### src/rtl/fsm_envase.sv
// fsm_envase: bottling-line sequencer.
// Runs the conveyor until a bottle arrives, then fills, caps and releases it.
// It counts finished bottles (saturating) and latches an alarm when the
// conveyor or the fill step takes too long.
module fsm_envase #(
  parameter int MOVE_TIMEOUT = 100,
  parameter int FILL_TIMEOUT = 50,
  parameter int CAP_CYCLES   = 8,
  parameter int CNT_W        = 8
) (
  input  logic             clk,
  input  logic             Reset,
  input  logic             Start,
  input  logic             Stop,
  input  logic             Sensor_Ativado,
  input  logic             Sensor_Nivel,
  output logic             Comando_Mover_Esteira,
  output logic             Valvula,
  output logic             Vedador,
  output logic             Alarme,
  output logic [CNT_W-1:0] Contador_Garrafas,
  output logic [2:0]       Estado
);

  // The timer must be wide enough to reach the largest limit minus one.
  localparam int MAX_AB  = (MOVE_TIMEOUT > FILL_TIMEOUT) ? MOVE_TIMEOUT : FILL_TIMEOUT;
  localparam int MAX_LIM = (MAX_AB > CAP_CYCLES) ? MAX_AB : CAP_CYCLES;
  localparam int TMR_W   = $clog2(MAX_LIM + 1);

  typedef enum logic [2:0] {
    ST_IDLE      = 3'd0,
    ST_MOVENDO   = 3'd1,
    ST_ENCHENDO  = 3'd2,
    ST_VEDANDO   = 3'd3,
    ST_LIBERANDO = 3'd4,
    ST_ALARME    = 3'd5
  } state_t;

  state_t             state_r;
  state_t             state_next_s;
  logic [TMR_W-1:0]   timer_r;
  logic               stop_req_r;
  logic [CNT_W-1:0]   cnt_r;
  logic               move_exp_s;
  logic               fill_exp_s;
  logic               cap_exp_s;
  logic               mover_r;
  logic               valvula_r;
  logic               vedador_r;
  logic               alarme_r;

  // Expire flags: a timed state lasts exactly LIMIT cycles.
  assign move_exp_s = (timer_r == TMR_W'(MOVE_TIMEOUT - 1));
  assign fill_exp_s = (timer_r == TMR_W'(FILL_TIMEOUT - 1));
  assign cap_exp_s  = (timer_r == TMR_W'(CAP_CYCLES - 1));

  // Next-state selection, priorities in the order each state lists them.
  always_comb begin
    state_next_s = state_r;
    case (state_r)
      ST_IDLE: begin
        if (Start && !Stop) begin
          state_next_s = ST_MOVENDO;
        end else begin
          state_next_s = ST_IDLE;
        end
      end
      ST_MOVENDO: begin
        if (stop_req_r || Stop) begin
          state_next_s = ST_IDLE;
        end else if (Sensor_Ativado) begin
          state_next_s = ST_ENCHENDO;
        end else if (move_exp_s) begin
          state_next_s = ST_ALARME;
        end else begin
          state_next_s = ST_MOVENDO;
        end
      end
      ST_ENCHENDO: begin
        // Stop is only remembered here; a started fill always completes.
        if (Sensor_Nivel) begin
          state_next_s = ST_VEDANDO;
        end else if (fill_exp_s) begin
          state_next_s = ST_ALARME;
        end else begin
          state_next_s = ST_ENCHENDO;
        end
      end
      ST_VEDANDO: begin
        if (cap_exp_s) begin
          state_next_s = ST_LIBERANDO;
        end else begin
          state_next_s = ST_VEDANDO;
        end
      end
      ST_LIBERANDO: begin
        if (!Sensor_Ativado) begin
          if (stop_req_r) begin
            state_next_s = ST_IDLE;
          end else begin
            state_next_s = ST_MOVENDO;
          end
        end else if (move_exp_s) begin
          state_next_s = ST_ALARME;
        end else begin
          state_next_s = ST_LIBERANDO;
        end
      end
      ST_ALARME: begin
        state_next_s = ST_ALARME;
      end
      default: begin
        state_next_s = ST_IDLE;
      end
    endcase
  end

  // State register.
  always_ff @(posedge clk or posedge Reset) begin
    if (Reset) begin
      state_r <= ST_IDLE;
    end else begin
      state_r <= state_next_s;
    end
  end

  // Dwell timer: restarts on every state change, counts while the state holds.
  always_ff @(posedge clk or posedge Reset) begin
    if (Reset) begin
      timer_r <= {TMR_W{1'b0}};
    end else if (state_next_s != state_r) begin
      timer_r <= {TMR_W{1'b0}};
    end else begin
      timer_r <= timer_r + TMR_W'(1);
    end
  end

  // Latched stop request; dropped whenever the line goes to (or sits in) IDLE.
  always_ff @(posedge clk or posedge Reset) begin
    if (Reset) begin
      stop_req_r <= 1'b0;
    end else if (state_next_s == ST_IDLE) begin
      stop_req_r <= 1'b0;
    end else if (Stop) begin
      stop_req_r <= 1'b1;
    end else begin
      stop_req_r <= stop_req_r;
    end
  end

  // Finished-bottle counter, bumped when capping ends, saturating at all ones.
  always_ff @(posedge clk or posedge Reset) begin
    if (Reset) begin
      cnt_r <= {CNT_W{1'b0}};
    end else if ((state_r == ST_VEDANDO) && cap_exp_s && (cnt_r != {CNT_W{1'b1}})) begin
      cnt_r <= cnt_r + CNT_W'(1);
    end else begin
      cnt_r <= cnt_r;
    end
  end

  // Actuator registers load the decode of the state being entered, so they
  // change on the same edge as the state register and clear with it on Reset.
  always_ff @(posedge clk or posedge Reset) begin
    if (Reset) begin
      mover_r   <= 1'b0;
      valvula_r <= 1'b0;
      vedador_r <= 1'b0;
      alarme_r  <= 1'b0;
    end else begin
      mover_r   <= (state_next_s == ST_MOVENDO) || (state_next_s == ST_LIBERANDO);
      valvula_r <= (state_next_s == ST_ENCHENDO);
      vedador_r <= (state_next_s == ST_VEDANDO);
      alarme_r  <= (state_next_s == ST_ALARME);
    end
  end

  assign Comando_Mover_Esteira = mover_r;
  assign Valvula               = valvula_r;
  assign Vedador               = vedador_r;
  assign Alarme                = alarme_r;
  assign Contador_Garrafas     = cnt_r;
  assign Estado                = state_r;

endmodule

### config.mk
export PLATFORM = sky130hd
export DESIGN_NAME = fsm_envase
export DESIGN_NICKNAME = d
export VERILOG_FILES = /design/src/rtl/fsm_envase.sv
export SDC_FILE = /design/constraint.sdc
export NUM_CORES = 1
export LEC_CHECK = 0
export CELL_PAD_IN_SITES_DETAIL_PLACEMENT = 1
export CELL_PAD_IN_SITES_GLOBAL_PLACEMENT = 1
export CORE_ASPECT_RATIO = 1.1
export CORE_MARGIN = 2
export CORE_UTILIZATION = 43
export CTS_CLUSTER_DIAMETER = 200
export DETAILED_ROUTE_END_ITERATION = 10
export GPL_TIMING_DRIVEN = 0
export HOLD_SLACK_MARGIN = 0.02
export PLACE_DENSITY_LB_ADDON = 0.1
export SLEW_MARGIN = 20
export SYNTH_ARGS = -nofsm -noshare
export SYNTH_HDL_FRONTEND = slang
export SYNTH_SLANG_ARGS = --single-unit
### constraint.sdc
create_clock -name clk -period 3.8 [get_ports clk]
set_input_delay 0.76 -clock clk [delete_from_list [all_inputs] [get_ports clk]]
set_output_delay 0.76 -clock clk [all_outputs]
set_load 0.02 [all_outputs]
==> results of run 1 <==
## kinds of logic after synthesis
| kind of cell | Yosys count |
|---|---|
| AND/OR/NAND/NOR | 60 |
| flip-flops | 23 |
| AO/OA/AOI/OAI | 13 |
| XOR/XNOR | 12 |
| buffers and inverters | 12 |
| adder cells (fa/ha/maj) | 3 |
| multiplexers | 2 |
## power groups by stage
stage	clock network [W]	logic, W	registers, W
2_1_floorplan	0	0.000176	0.000350
3_3_place_gp	0	0.000308	0.000322
3_5_place_dp	0	0.000320	0.000325
4_1_cts	0.000117	0.000321	0.000320
5_1_grt	0.000128	0.000358	0.000325
6_report	0.000110	0.000319	0.000319
## state kept, by name (all words and copies together) (netlist names)
| register | count |
|---|---|
| Comando_Mover_Esteira | 1 |
| Contador_Garrafas | 8 |
| timer_r | 7 |
| stop_req_r | 1 |
| Vedador | 1 |
| Estado | 3 |
| Alarme | 1 |
| Valvula | 1 |
## Yosys cell counts (2+ instances only)
cell type and count:
dfrtp_1 23, nor2_1 15, xnor2_1 8, inv_1 7, nand4_1 7, nand2_1 6, nand3_1 4, xor2_1 4
a31oi_1 3, and2_1 3, ha_1 3, nand2b_1 3, nor3_1 3, and3_1 2, and4_1 2, buf_2 2
nor2b_1 2, o31ai_1 2, o32ai_1 2
## layout make-up
class | count | area, um^2
Buffer | 5 | 32.5
Fill cell | 307 | 1250
Timing Repair Buffer | 20 | 200
Multi-Input combinational cell | 90 | 622
Sequential cell | 23 | 576
Inverter | 7 | 26.3
Tap cell | 33 | 41.3
Clock buffer | 4 | 26.3
## path summary, 6_finish.rpt
kind / start / end / slack, ps / depth (start not counted)
setup / recovery: Estado[1] / Contador_Garrafas[1] / 1580 / 6
hold / removal: timer_r[0] / timer_r[0] / 500 / 1
setup reg to reg: Estado[1] / Contador_Garrafas[1] / 1580 / 6
hold reg to reg: timer_r[0] / timer_r[0] / 500 / 1
max in group asynchronous: Reset / Contador_Garrafas[3] / 2350 / 2
min in group asynchronous: Reset / Contador_Garrafas[5] / 920 / 2
## metal layers
| layer | vias up | wire length (um) | track usage |
|---|---|---|---|
| li1 | 489 | - | - |
| met1 | 524 | 1290 | 0.245 |
| met2 | 21 | 1480 | 0.362 |
| met3 | 4 | 88 | 0.0171 |
| met4 | 0 | 36 | 0.0836 |
| met5 | - | 0 | 0 |
## critical path, cell delays in order, from the launching register on
cell and delay [ps]:
dfrtp_1 370, clkbuf_1 320, nand2b_1 170, nor4_1 530, and2_1 200, buf_2 190, mux2_2 340
## cells in the final DEF, fill, tap and decap left out, types with 2 or more instances in the layout
cell type        instances
ha_1                     3
nand2_1                  6
nand2b_1                 3
and2_1                   3
nand3_1                  4
dfrtp_1                 23
nand4_1                  7
xor2_1                   4
xnor2_1                  8
o31ai_1                  2
inv_1                    7
and4_1                   2
a31oi_1                  3
clkdlybuf4s50_1         20
and3_1                   2
nor2_1                  15
buf_2                    2
nor2b_1                  2
clkbuf_1                 2
clkbuf_4                 3
o32ai_1                  2
nor3_1                   3
## stage by stage
step,util,setup WS [ps],power [W],area [um^2]
floorplan,-,1890,0.000526,1260
global placement,0.539,1350,0.000630,1500
detailed placement,0.539,1290,0.000646,1500
CTS,0.549,1550,0.000758,1520
global route,0.549,1390,0.000812,1520
finish,0.549,1580,0.000748,1520
==> impl_metrics.yaml, run 1 <==
final_layout:
  diodes: 0
  drive_above_1_share: 0.0872
  areaGrowthSynthToFinish_pct: 21.3
  fin_cells: 182
  layout.nets: 159
synthesis:
  yosysWarnings: 0
  muxShareOfSynthArea: 0.0169
  synth-adder-area-share: 0.0299
  yosys.area_share.simple: 0.286
  yosys.area.top_type: "dfrtp_1"
  ys_types: 43
  synth_top_area_share: 0.458
  synth_top_family_by_area: "simple AND/OR/NAND/NOR gates"
  syn_avg_cell_area_um2: 10.0
  ys.flop_type: "dfrtp_1"
  ys_async_sr_fraction: 1.00
  synth-edff-count: 0
  synth_compound_area_frac: 0.0787
  synth_xor_area_frac: 0.0837
  synth_area_leaders: "dfrtp_1 (46%), xnor2_1 (5.6%), nor2_1 (4.5%)"
  synth-seq-area-share: 0.458
  synthCells: 125
  syn_nets: 134
  syn-cell-area_um2: 1260
  synth-seq-cells: 23
power_and_ir_drop:
  p_int_w: 0.000458
  p_leak_nw: 0.690
  seqPwrFrac: 0.427
  peakVddDrop_mv: 0.229
  p_clk_frac: 0.147
  power_density_nw_per_um2: 491
  swShare: 0.388
  p_switching_w: 0.000290
  p_comb_frac: 0.426
route:
  dr.first_iter.drc_count: 20
  wl_per_cell_um: 15.9
  first_pass_iters: 4
  viasPerCell: 5.70
  final_antenna_net_count: 0
  wl_mm: 2.89
  drcViolationCount: 0
  num_vias: 1038
floorplanning:
  io_pins: 21
  core_area_um2: 2780
  fp.dieH_um: 60.7
  die-area_um2: 3370
  core.rowCount: 20
  chipWidth_um: 55.5
  start_util: 0.452
global_routing:
  grt_pass1_wl_mm: 5.15
  grt_max_degree: 24
  antenna_found_initial: 0
  grt_pass1_vias: 1099
  grt_usage: 0.198
  grt.overflow.total: 0
timing:
  hold_viol: 0
  period_needed_ps: 2220
  rsz0062_at_grt: "false"
  max_slew_margin: 0.419
  finClkSkew_ps: 3.74
  setup_tns_ps: 0
  whs_ps: 504
  worst_slew_pin_slew_ps: 870
  fmax_mhz: 450
  fin_crit_sh: 0.585
  maxSlewViolCount: 0
  finalSetupViolCount: 0
clock_network:
  root_buffer: "clkbuf_4"
  clk_pin_slew_ps: 120
  htreeDepth: 1
  clock_latency_ps: 310
  cts_buffer_depth: 2
  clock_sinks: 23
  cts_hold_buf: 0
  cts_tree: "yes"
  cts.repair.resized: 0
  cts_setup_buffers: 0
  cts_buffers: 3
flow_run:
  cap_violations: 0
worst_setup_path:
  crit_arrival_ps: 2430
  crit_type: "flip-flop to flip-flop"
  crit_fanout: 9
  crit_required_ps: 4010
  startpoint_type: "flip-flop"
  end_kind: "flip-flop"
placement:
  dp_hpwl_mm: 2.20
  place_inst: 178
  io_buffers: 20
  finalWeightedCongestion: 0.820
worst_hold_path:
  hold_path_class: "flip-flop to flip-flop"
status:
  status: "complete, no violations"
Note: power is estimated with default switching activity, not from simulation.
==> run 2, diff against run 1 <==
--- a/config.mk
+++ b/config.mk
@@ -9,7 +9,7 @@
 export CELL_PAD_IN_SITES_GLOBAL_PLACEMENT = 1
 export CORE_ASPECT_RATIO = 1.1
 export CORE_MARGIN = 2
-export CORE_UTILIZATION = 43
+export CORE_UTILIZATION = 36
 export CTS_CLUSTER_DIAMETER = 200
 export DETAILED_ROUTE_END_ITERATION = 10
 export GPL_TIMING_DRIVEN = 0
==> constraint.sdc (replaced) <==
create_clock -name clk -period 1.9 [get_ports clk]
set_input_delay 0.38 -clock clk [delete_from_list [all_inputs] [get_ports clk]]
set_output_delay 0.38 -clock clk [all_outputs]
set_load 0.02 [all_outputs]
==> impl_metrics.yaml, run 2 (same netlist as run 1, synthesis figures left out) <==
timing:
  period_needed_ps: 1930
  worst_slew_pin_slew_ps: 884
  fin_crit_sh: 1.02
  rsz0062_at_grt: "true"
  whs_ps: 510
  finClkSkew_ps: 9.10
  setup_slack_ps: -29.5
  maxSlewViolCount: 0
  max_slew_margin: 0.410
  finalSetupViolCount: 8
  hold_viol: 0
  fmax_mhz: 518
power_and_ir_drop:
  p_switching_w: 0.000709
  total_power_w: 0.00181
  swShare: 0.392
  seqPwrFrac: 0.362
  peakVddDrop_mv: 0.418
  p_comb_frac: 0.512
  p_clk_frac: 0.126
  p_int_w: 0.00110
  power_density_nw_per_um2: 1030
  p_leak_nw: 0.757
global_routing:
  antenna_found_initial: 0
  grt_pass1_wl_mm: 5.21
  grt_usage: 0.170
  grt_pass1_vias: 1156
  grt.overflow.total: 0
  grt_max_degree: 24
clock_network:
  cts_tree: "yes"
  htreeDepth: 1
  clock_latency_ps: 310
  root_buffer: "clkbuf_4"
  clock_sinks: 23
  cts_buffers: 3
  clk_pin_slew_ps: 130
  cts_hold_buf: 0
  cts_buffer_depth: 2
worst_setup_path:
  crit_required_ps: 2140
  ff2ff_setup_slack_ps: -30
  crit_arrival_ps: 2170
  critPathLaunch: "timer_r[3]"
  end_kind: "flip-flop"
  r2r-end: "Comando_Mover_Esteira"
  crit_fanout: 8
  rr_worst_depth: 6
  r2r_start: "timer_r[3]"
  startpoint_type: "flip-flop"
  crit_end: "Comando_Mover_Esteira"
  crit_type: "flip-flop to flip-flop"
final_layout:
  largest_register_ffs: 8
  final_common_cell: "dfrtp_1"
  mostFrequentLayoutCells: "dfrtp_1 (22), clkdlybuf4s50_1 (20), nor2_1 (14), buf_4 (10), xnor2_1 (8)"
  diodes: 0
  areaGrowthSynthToFinish_pct: 40.0
  layout.nets: 170
  drive_above_1_share: 0.231
  postLayoutCoreUtil: 0.528
flow_run:
  cap_violations: 0
floorplanning:
  core.rowCount: 22
  chipWidth_um: 60.3
  core_area_um2: 3330
  io_pins: 21
  start_util: 0.377
  die-area_um2: 3980
  fp.dieH_um: 66.0
route:
  num_vias: 1082
  final_antenna_net_count: 0
  wl_mm: 3.23
  viasPerCell: 5.20
  first_pass_iters: 4
  wl_per_cell_um: 15.5
  dr.first_iter.drc_count: 32
  drcViolationCount: 0
placement:
  io_buffers: 20
  finalWeightedCongestion: 0.759
  dp_hpwl_mm: 2.11
status:
  status: "complete, but fails checks"
  failed_checks: "setup timing"
worst_hold_path:
  hold_path_class: "flip-flop to flip-flop"
run 2: through the flow:
stage / cell area, um^2 / setup TNS [ps] / setup slack [ps] / cells
floorplan: 1260 / 0 / 2.22 / 125
global placement: 1520 / -2550 / -197 / 193
detailed placement: 1520 / -2780 / -224 / 193
CTS: 1660 / 0 / 0.796 / 202
global route: 1760 / -855 / -123 / 208
finish: 1760 / -200 / -29.5 / 208
run 2: power by group through the flow:
stage	Sequential, W	Clock (W)	Combinational (W)
final	0.000655	0.000228	0.000926
after global routing	0.000668	0.000267	0.00101
after CTS	0.000646	0.000236	0.000796
after detailed placement	0.000651	0	0.000631
after global placement	0.000644	0	0.000628
after floorplan	0.000700	0	0.000354
run 2: timing repair:
action / CTS / global route
resized for setup: 14 / 12
setup buffers: 5 / 6
pin swaps: 4 / 7
endpoints found under the setup margin: 20 / 17
run 2: worst min path at each step:
stage	startpoint	to	slack, ps	cells after the start
2_1_floorplan	Reset	Alarme	380	1
3_3_place_gp	timer_r[0]	timer_r[0]	480	1
3_5_place_dp	timer_r[0]	timer_r[0]	490	1
4_1_cts	Contador_Garrafas[5]	Contador_Garrafas[5]	520	1
5_1_grt	Contador_Garrafas[7]	Contador_Garrafas[7]	530	1
6_report	Contador_Garrafas[7]	Contador_Garrafas[7]	510	1
run 2: cell type report:
cell class,instances,area [um^2]
clock buffer,3,22.5
timing repair buffer,31,290
tap,48,60.1
buffer,5,42.5
sequential,23,577
clock inverter,1,5.00
fill,369,1570
inverter,7,26.3
multi-input combinational,90,736
run 2: layer usage:
metal	wire length, um	up-vias	global-route usage
met2	1690	22	0.296
li1	-	513	-
met1	1380	541	0.216
met3	103	6	0.0254
met5	0	-	0
met4	59	0	0.0417
run 2: worst max-delay path, cell delays in order, from the launching register on:
cell and delay, ps:
dfrtp_1 390, buf_6 130, or3b_4 390, nor4_4 260
o32a_4 210, or3b_1 340, mux2i_1 140
==> run 3, diff against run 2 <==
--- a/config.mk
+++ b/config.mk
@@ -7,7 +7,7 @@
 export LEC_CHECK = 0
 export CELL_PAD_IN_SITES_DETAIL_PLACEMENT = 1
 export CELL_PAD_IN_SITES_GLOBAL_PLACEMENT = 1
-export CORE_ASPECT_RATIO = 1.1
+export CORE_ASPECT_RATIO = 0.8
 export CORE_MARGIN = 2
 export CORE_UTILIZATION = 36
 export CTS_CLUSTER_DIAMETER = 200
==> impl_metrics.yaml, run 3 (same netlist as run 1, synthesis figures left out) <==
route:
  dr.first_iter.drc_count: 49
  final_antenna_net_count: 0
  wl_per_cell_um: 15.4
  drcViolationCount: 0
  first_pass_iters: 4
  num_vias: 1041
  viasPerCell: 5.31
  wl_mm: 3.02
clock_network:
  root_buffer: "clkbuf_8"
  clock_sinks: 23
  clock_latency_ps: 270
  htreeDepth: 1
  cts_buffer_depth: 2
  cts_tree: "yes"
  clk_pin_slew_ps: 90
  cts_buffers: 3
timing:
  fin_crit_sh: 0.996
  hold_viol: 0
  maxSlewViolCount: 0
  period_needed_ps: 1890
  setup_tns_ps: 0
  worst_slew_pin_slew_ps: 884
  finalSetupViolCount: 0
  max_slew_margin: 0.410
  finClkSkew_ps: 9.98
  rsz0062_at_grt: "true"
  fmax_mhz: 528
floorplanning:
  core_area_um2: 3380
  chipWidth_um: 70.0
  core.rowCount: 19
  io_pins: 21
  start_util: 0.372
  fp.dieH_um: 56.8
  die-area_um2: 3980
global_routing:
  grt_usage: 0.163
  grt_max_degree: 24
  grt_pass1_vias: 1113
  antenna_found_initial: 0
  grt.overflow.total: 0
  grt_pass1_wl_mm: 5.08
worst_setup_path:
  cp.buffers_inverters: 0
  crit_end: "Comando_Mover_Esteira"
  critPathLaunch: "timer_r[0]"
  r2r-end: "Comando_Mover_Esteira"
  crit_chain: "ha_2 > and4b_1 > and4_1 > or2_2 > or3b_1 > mux2i_1"
  ff2ff_setup_slack_ps: 8
  rr_worst_depth: 6
  crit_arrival_ps: 2090
  end_kind: "flip-flop"
  cp_num_cells: 6
  cp_top_family: "simple AND/OR/NAND/NOR gates"
  max_stage_delay_ps: 410
  crit_type: "flip-flop to flip-flop"
  slowest_stage: "dfrtp_1"
  startpoint_type: "flip-flop"
  r2r_start: "timer_r[0]"
  crit_fanout: 5
  crit_required_ps: 2100
final_layout:
  mostFrequentLayoutCells: "dfrtp_1 (23), clkdlybuf4s50_1 (20), nor2_1 (14), xnor2_1 (8)"
  diodes: 0
  final_common_cell: "dfrtp_1"
  postLayoutCoreUtil: 0.496
  drive_above_1_share: 0.182
  areaGrowthSynthToFinish_pct: 33.2
  fin_area_um2: 1670
  layout.nets: 164
  fin_cells: 196
  largest_register_ffs: 8
worst_hold_path:
  hold_path_class: "flip-flop to flip-flop"
  hold_depth: 1
placement:
  place_area_um2: 1510
  io_buffers: 20
  dp_hpwl_mm: 2.06
  place_inst: 187
  finalWeightedCongestion: 0.810
power_and_ir_drop:
  total_power_w: 0.00174
  power_density_nw_per_um2: 1040
  p_leak_nw: 0.735
  peakVddDrop_mv: 0.513
status:
  status: "complete, no violations"
flow_run:
  cap_violations: 0
[run 3: cell count changes in the layout (fill, tap and decap cells not counted), moves of 2 or more]
cell / previous run / this run
buf_4: 10 / 6
clkbuf_4: 4 / 0
clkbuf_8: 0 / 3
buf_6: 4 / 2
ha_4: 2 / 0
[run 3: how the worst min path moves through the flow]
| stage | startpoint | endpoint | slack [ps] |
|---|---|---|---|
| 6_report | Contador_Garrafas[5] | Contador_Garrafas[5] | 490 |
| 5_1_grt | Contador_Garrafas[5] | Contador_Garrafas[5] | 520 |
| 4_1_cts | Contador_Garrafas[5] | Contador_Garrafas[5] | 500 |
| 3_5_place_dp | Contador_Garrafas[5] | Contador_Garrafas[5] | 490 |
| 3_3_place_gp | timer_r[0] | timer_r[0] | 470 |
| 2_1_floorplan | Reset | Alarme | 380 |
[run 3: timing repair]
item / in CTS / in global routing
cloned: 0 / 0
setup endpoints to repair: 19 / 16
hold buffers: 0 / 0
resized for setup: 9 / 5
pin swaps: 3 / 1
setup buffers: 3 / 2
[run 3: through the flow]
step                      setup slack (ps)  hold slack, ps
after floorplan                       2.22             382
after global placement                -190             473
after detailed placement              -269             492
after CTS                             2.14             505
after global routing                 -72.3             516
final                                 7.68             491
[run 3: layout make-up]
type	instances	area (um^2)
inverters	7	26.3
well taps	42	52.6
fillers	383	1700
repair buffers	25	238
multi-input cells	90	696
flip-flops and latches	23	576
plain buffers	5	40.0
clock buffers	4	45.0
[run 3: report_power, final]
part	switching, W	leakage, nW	internal [W]	total [W]
Clock	0.000161	0.0228	0.000150	0.000311
Combinational	0.000435	0.404	0.000348	0.000783
Sequential	0.0000663	0.308	0.000575	0.000641
[run 3: routing by layer]
layer	track usage	vias up	routed length, um
li1	-	496	-
met1	0.202	526	1400
met2	0.276	17	1500
met3	0.0449	2	108
met4	0.0495	0	10
met5	0	-	0
[run 3: worst reg2reg max path, cell delays in order (launching register included)]
cell,delay (ps)
dfrtp_1,410
ha_2,230
and4b_1,200
and4_1,220
or2_2,290
or3b_1,350
mux2i_1,130
